<file path="config.mk">
export PLATFORM = sky130hd
export DESIGN_NAME = alu_arbiter_2p
export DESIGN_NICKNAME = d
export VERILOG_FILES = /design/src/rtl/alu_arbiter_2p.sv
export SDC_FILE = /design/constraint.sdc
export NUM_CORES = 1
export LEC_CHECK = 0
export ABC_AREA = 1
export BUFFER_PORTS_ARGS = -buffer_cell sky130_fd_sc_hd__buf_2
export CORE_UTILIZATION = 48
export CTS_BUF_LIST = sky130_fd_sc_hd__clkbuf_8
export DETAILED_ROUTE_END_ITERATION = 10
export PLACE_DENSITY = 0.85
export SKIP_CTS_REPAIR_TIMING = 1
export SYNTH_ARGS = -nofsm -noshare
export SYNTH_HDL_FRONTEND = slang
export SYNTH_SLANG_ARGS = --single-unit
</file>
<file path="constraint.sdc">
create_clock -name clk -period 2.4 [get_ports clk]
set_input_delay 0.12 -clock clk [delete_from_list [all_inputs] [get_ports clk]]
set_output_delay 0.12 -clock clk [all_outputs]
set_load 0.1 [all_outputs]
</file>
<file path="src/rtl/alu_arbiter_2p.sv">
// Two-port round-robin arbiter in front of a shared 4-bit ALU: IDLE -> EXEC -> RESP per operation.
// Optional per-requester completion counters are enabled with `define ALU_ARB_CNT_EN.
module alu_arbiter_2p (
    input  logic       clk,
    input  logic       rst,
    input  logic       req0_valid,
    output logic       req0_ready,
    input  logic [3:0] req0_a,
    input  logic [3:0] req0_b,
    input  logic [2:0] req0_sel,
    input  logic       req1_valid,
    output logic       req1_ready,
    input  logic [3:0] req1_a,
    input  logic [3:0] req1_b,
    input  logic [2:0] req1_sel,
    output logic [3:0] alu_a,
    output logic [3:0] alu_b,
    output logic [2:0] alu_sel,
    input  logic [3:0] alu_result,
    input  logic       alu_carry,
    input  logic       alu_zero,
    input  logic       alu_overflow,
    output logic       rsp_valid,
    input  logic       rsp_ready,
    output logic       rsp_id,
    output logic [3:0] rsp_result,
    output logic [2:0] rsp_flags
`ifdef ALU_ARB_CNT_EN
    ,
    output logic [7:0] op_cnt0,
    output logic [7:0] op_cnt1
`endif
);

    localparam logic [1:0] IDLE = 2'd0;
    localparam logic [1:0] EXEC = 2'd1;
    localparam logic [1:0] RESP = 2'd2;

    logic [1:0] state_q, state_d;
    logic       last_q;
    logic       grant_any;
    logic       grant_id;

    // last_q is the requester granted most recently; on contention the other one wins.
    always_comb begin
        grant_id   = req1_valid && (!req0_valid || !last_q);
        grant_any  = !rst && (state_q == IDLE) && (req0_valid || req1_valid);
        req0_ready = grant_any && !grant_id;
        req1_ready = grant_any && grant_id;
    end

    always_comb begin
        state_d = state_q;
        unique case (state_q)
            IDLE:    if (grant_any) state_d = EXEC;
            EXEC:    state_d = RESP;
            RESP:    if (rsp_ready) state_d = IDLE;
            default: state_d = IDLE;
        endcase
    end

    assign rsp_valid = (state_q == RESP);

    always_ff @(posedge clk) begin
        if (rst) begin
            state_q    <= IDLE;
            last_q     <= 1'b1;
            alu_a      <= 4'd0;
            alu_b      <= 4'd0;
            alu_sel    <= 3'd0;
            rsp_id     <= 1'b0;
            rsp_result <= 4'd0;
            rsp_flags  <= 3'd0;
        end else begin
            state_q <= state_d;
            if (grant_any) begin
                last_q  <= grant_id;
                alu_a   <= grant_id ? req1_a   : req0_a;
                alu_b   <= grant_id ? req1_b   : req0_b;
                alu_sel <= grant_id ? req1_sel : req0_sel;
            end
            if (state_q == EXEC) begin
                rsp_id     <= last_q;
                rsp_result <= alu_result;
                rsp_flags  <= {alu_carry, alu_zero, alu_overflow};
            end
        end
    end

`ifdef ALU_ARB_CNT_EN
    logic done;
    assign done = rsp_valid && rsp_ready;

    // Saturating completion counters.
    always_ff @(posedge clk) begin
        if (rst) begin
            op_cnt0 <= 8'd0;
            op_cnt1 <= 8'd0;
        end else if (done) begin
            if (!rsp_id && op_cnt0 != 8'hff) op_cnt0 <= op_cnt0 + 8'd1;
            if (rsp_id && op_cnt1 != 8'hff)  op_cnt1 <= op_cnt1 + 8'd1;
        end
    end
`endif

endmodule

</file>
==> report_table.html <==
<table>
<tr><th>Metric</th><th>Value</th></tr>
<tr><th colspan="2">Critical path</th></tr>
<tr><td>Launch point of the worst reg-to-reg path</td><td>last_q$_SDFFE_PP1P_</td></tr>
<tr><td>Critical path destination</td><td>req1_ready</td></tr>
<tr><td>Kind of end point of the critical path</td><td>output pin</td></tr>
<tr><td>CP startpoint kind</td><td>flop</td></tr>
<tr><td>Class of the most critical setup path</td><td>reg -&gt; out</td></tr>
<tr><td>End of the worst register-to-register path</td><td>alu_sel[1]$_SDFFE_PP0P_</td></tr>
<tr><td>Number of cell instances on the worst register-to-register path</td><td>6</td></tr>
<tr><td>Critical path data required time</td><td>2.28 ns</td></tr>
<tr><td>Critical Path Fanout Max</td><td>12</td></tr>
<tr><td>Reg-to-reg setup timing slack</td><td>0.98 ns</td></tr>
<tr><td>CP startpoint</td><td>last_q$_SDFFE_PP1P_</td></tr>
<tr><td>Critical path arrival</td><td>1.97 ns</td></tr>
<tr><th colspan="2">Route</th></tr>
<tr><td>Via count</td><td>1056</td></tr>
<tr><td>Via-per-instance ratio</td><td>4.82</td></tr>
<tr><td>Total wire length after detailed routing</td><td>2.42 mm</td></tr>
<tr><td>Detailed-route wire length per cell</td><td>11.1 µm</td></tr>
<tr><td>Count of routing violations after the opening detailed-route iteration</td><td>13</td></tr>
<tr><td>Total iterations of the first detailed-routing run</td><td>4</td></tr>
<tr><td>Final antenna-violating net count</td><td>0</td></tr>
<tr><td>Drt drc</td><td>0</td></tr>
<tr><th colspan="2">STA</th></tr>
<tr><td>Final number of hold-violating endpoints</td><td>0</td></tr>
<tr><td>Total Negative Setup Slacks</td><td>0 ns</td></tr>
<tr><td>Slew at the pin closest to its max-slew limit</td><td>0.493 ns</td></tr>
<tr><td>Final setup violating endpoints</td><td>0</td></tr>
<tr><td>Final number of max-transition violations</td><td>0</td></tr>
<tr><td>Minimum period implied by the final worst setup slack</td><td>2.09 ns</td></tr>
<tr><td>Worst slew slack as a fraction of its limit</td><td>0.674</td></tr>
<tr><td>Max frequency</td><td>479 MHz</td></tr>
<tr><td>Final Cycle Share</td><td>0.869</td></tr>
<tr><td>Clock Skew</td><td>0.00425 ns</td></tr>
<tr><td>RSZ-0062 raised after global routing</td><td>no</td></tr>
<tr><td>Worst path setup slack after routing</td><td>0.314 ns</td></tr>
<tr><th colspan="2">Synth</th></tr>
<tr><td>Seq cells post-synth</td><td>22</td></tr>
<tr><td>Net count after synthesis</td><td>175</td></tr>
<tr><td>Syn Inst Count</td><td>141</td></tr>
<tr><td>Post-synth design cell area</td><td>973 µm²</td></tr>
<tr><td>Sequential area share after synthesis</td><td>0.452</td></tr>
<tr><td>Syn_area_per_cell</td><td>6.90 µm²</td></tr>
<tr><td>Synthesis Warnings</td><td>0</td></tr>
<tr><td>Number of distinct library cell variants in the gate-level netlist after synthesis</td><td>17</td></tr>
<tr><th colspan="2">Die</th></tr>
<tr><td>Chip Height</td><td>47.0 µm</td></tr>
<tr><td>Floorplan die area</td><td>2210 µm²</td></tr>
<tr><td>Effective utilization at floorplan</td><td>0.535</td></tr>
<tr><td>Die X-Extent</td><td>47.0 µm</td></tr>
<tr><td>CORE AREA</td><td>1820 µm²</td></tr>
<tr><td>Top-level I/O count</td><td>56</td></tr>
<tr><td>Number of rows in the core area</td><td>15</td></tr>
<tr><th colspan="2">Clock network</th></tr>
<tr><td>CTS H-tree depth</td><td>1</td></tr>
<tr><td>Number of clock buffers inserted by TritonCTS</td><td>3</td></tr>
<tr><td>CTS tree</td><td>built</td></tr>
<tr><td>Largest buffer count on any clock path</td><td>2</td></tr>
<tr><td>CTS Root Cell</td><td>clkbuf_8</td></tr>
<tr><td>Clock-pin slew on the worst setup and hold paths</td><td>0.08 ns</td></tr>
<tr><td>Total clock sinks</td><td>22</td></tr>
<tr><td>Clock latency on the worst-skew pair</td><td>0.26 ns</td></tr>
<tr><th colspan="2">Layout</th></tr>
<tr><td>Nets</td><td>229</td></tr>
<tr><td>Proportion of layout cells with a drive suffix above 1</td><td>0.340</td></tr>
<tr><td>Area Overhead vs Synth</td><td>34.7%</td></tr>
<tr><td>Util after Layout</td><td>0.720</td></tr>
<tr><td>Number of inserted filler cells in the final layout</td><td>167</td></tr>
<tr><td>Number of diodes added for antenna fixing</td><td>0</td></tr>
<tr><th colspan="2">Placed design</th></tr>
<tr><td>Detailed placer's ending HPWL</td><td>1.79 mm</td></tr>
<tr><td>Post-place setup slack</td><td>0.652 ns</td></tr>
<tr><td>Last weighted congestion value of the routability-driven placer</td><td>0.763</td></tr>
<tr><td>Port bufs</td><td>55</td></tr>
<tr><th colspan="2">Global route</th></tr>
<tr><td>Overflow left after global routing</td><td>0</td></tr>
<tr><td>Via count of the first global-routing pass</td><td>917</td></tr>
<tr><td>Number of antenna violations at the first check in global routing</td><td>0</td></tr>
<tr><td>Global-route wire length before repair</td><td>3.86 mm</td></tr>
<tr><td>Largest net degree at the start of global routing</td><td>15</td></tr>
<tr><td>Total global routing track utilization</td><td>0.253</td></tr>
<tr><th colspan="2">Power</th></tr>
<tr><td>Leakage power total</td><td>0.713 nW</td></tr>
<tr><td>Pwr per Cell Area</td><td>860 nW/µm²</td></tr>
<tr><td>Largest vdd supply drop</td><td>0.000739 V</td></tr>
<tr><th colspan="2">Flow run</th></tr>
<tr><td>Max-cap check violation count</td><td>0</td></tr>
<tr><th colspan="2">Worst hold path</th></tr>
<tr><td>HP Class</td><td>in -&gt; reg</td></tr>
<tr><th colspan="2">Outcome</th></tr>
<tr><td>Outcome</td><td>complete, no violations</td></tr>
</table>
state kept, by name, summed over array words and instances, names as in the netlist:
signal	count
alu_sel	3
last_q	1
rsp_result	4
rsp_id	1
alu_b	4
state_q	2
alu_a	4
rsp_flags	3
layer usage:
| metal | up-vias | wire length [µm] | share of wire | global-route usage |
|---|---|---|---|---|
| met5 | - | 0 | 0 | 0 |
| met4 | 0 | 18 | 0.0074 | 0.0686 |
| met3 | 2 | 164 | 0.068 | 0.0769 |
| met2 | 39 | 1150 | 0.47 | 0.428 |
| met1 | 463 | 1090 | 0.45 | 0.312 |
| li1 | 552 | - | - | - |
synthesized netlist by cell type:
| library cell | number | area share |
|---|---|---|
| nand2_1 | 49 | 0.19 |
| inv_1 | 6 | 0.023 |
| nand3_2 | 1 | 0.010 |
| clkinv_1 | 1 | 0.0039 |
| buf_6 | 1 | 0.012 |
| inv_2 | 1 | 0.0039 |
| buf_4 | 2 | 0.015 |
| nor2_2 | 2 | 0.013 |
| nand2_2 | 1 | 0.0064 |
| dfxtp_1 | 22 | 0.45 |
| o21ai_0 | 8 | 0.041 |
| nand3_1 | 12 | 0.062 |
| clkbuf_1 | 1 | 0.0039 |
| nor2_1 | 18 | 0.069 |
| buf_2 | 2 | 0.010 |
| a21oi_1 | 12 | 0.062 |
| nor2_4 | 2 | 0.023 |
where the power goes:
part	internal (W)	switching (W)	total (W)	leakage (nW)
Sequential	0.000395	0.0000155	0.000411	0.181
Clock	0.000223	0.000119	0.000342	0.0357
Combinational	0.0000701	0.000304	0.000374	0.497
Total	0.000688	0.000439	0.00113	0.713
worst min path at each step:
stage,startpoint,end,slack (ns),cells past startpoint
after global routing,alu_result[2],rsp_result[2]$_SDFFE_PP0N_,0.10,3
final,alu_carry,rsp_flags[2]$_SDFFE_PP0N_,0.08,3
after CTS,alu_carry,rsp_flags[2]$_SDFFE_PP0N_,0.08,3
after detailed placement,alu_overflow,rsp_flags[0]$_SDFFE_PP0N_,0.35,3
after global placement,alu_result[2],rsp_result[2]$_SDFFE_PP0N_,0.34,3
after floorplan,rst,alu_sel[0]$_SDFFE_PP0P_,0.19,1
stage by stage:
stage	hold slack [ns]	total power, W	cells	instance area [µm²]
finish	0.0800	0.00113	219	1310
detailed placement	0.354	0.000792	215	1240
global placement	0.342	0.000786	215	1240
floorplan	0.189	0.000724	141	973
global route	0.100	0.00117	219	1310
CTS	0.0813	0.00113	219	1310
cells by family after synthesis:
group / count (synthesis) / share of synthesized area
flops: 22 / 0.452
simple gates: 85 / 0.373
compound gates: 20 / 0.103
buf+inv: 14 / 0.0720
worst max-delay path, stage by stage, from the launching register on:
cell     delay (ns)
dfxtp_1        0.33
nand2_1        0.28
nand2_1        0.34
inv_1          0.18
nand2_1        0.09
inv_1          0.06
buf_2          0.42
final cells by class:
cell class / instances / area [µm²] / share of cell area
Clock buffer: 3 / 41.3 / 0.0315
Clock inverter: 1 / 30.0 / 0.0229
Inverter: 8 / 30.0 / 0.0229
Multi-Input combinational cell: 105 / 463 / 0.353
Sequential cell: 22 / 440 / 0.336
Tap cell: 25 / 31.3 / 0.0239
Timing Repair Buffer: 55 / 275 / 0.210
cell usage in the layout, fill, tap and decap left out:
cell type / n
nand2_2: 1
nor2_1: 18
nand3_2: 1
bufinv_16: 1
nor2_4: 2
clkbuf_8: 3
dfxtp_1: 22
nor2_2: 2
nand3_1: 12
inv_2: 1
clkinv_1: 1
inv_1: 6
nand2_1: 49
o21ai_0: 8
buf_2: 55
a21oi_1: 12
Power figures use the tool's default switching activity.
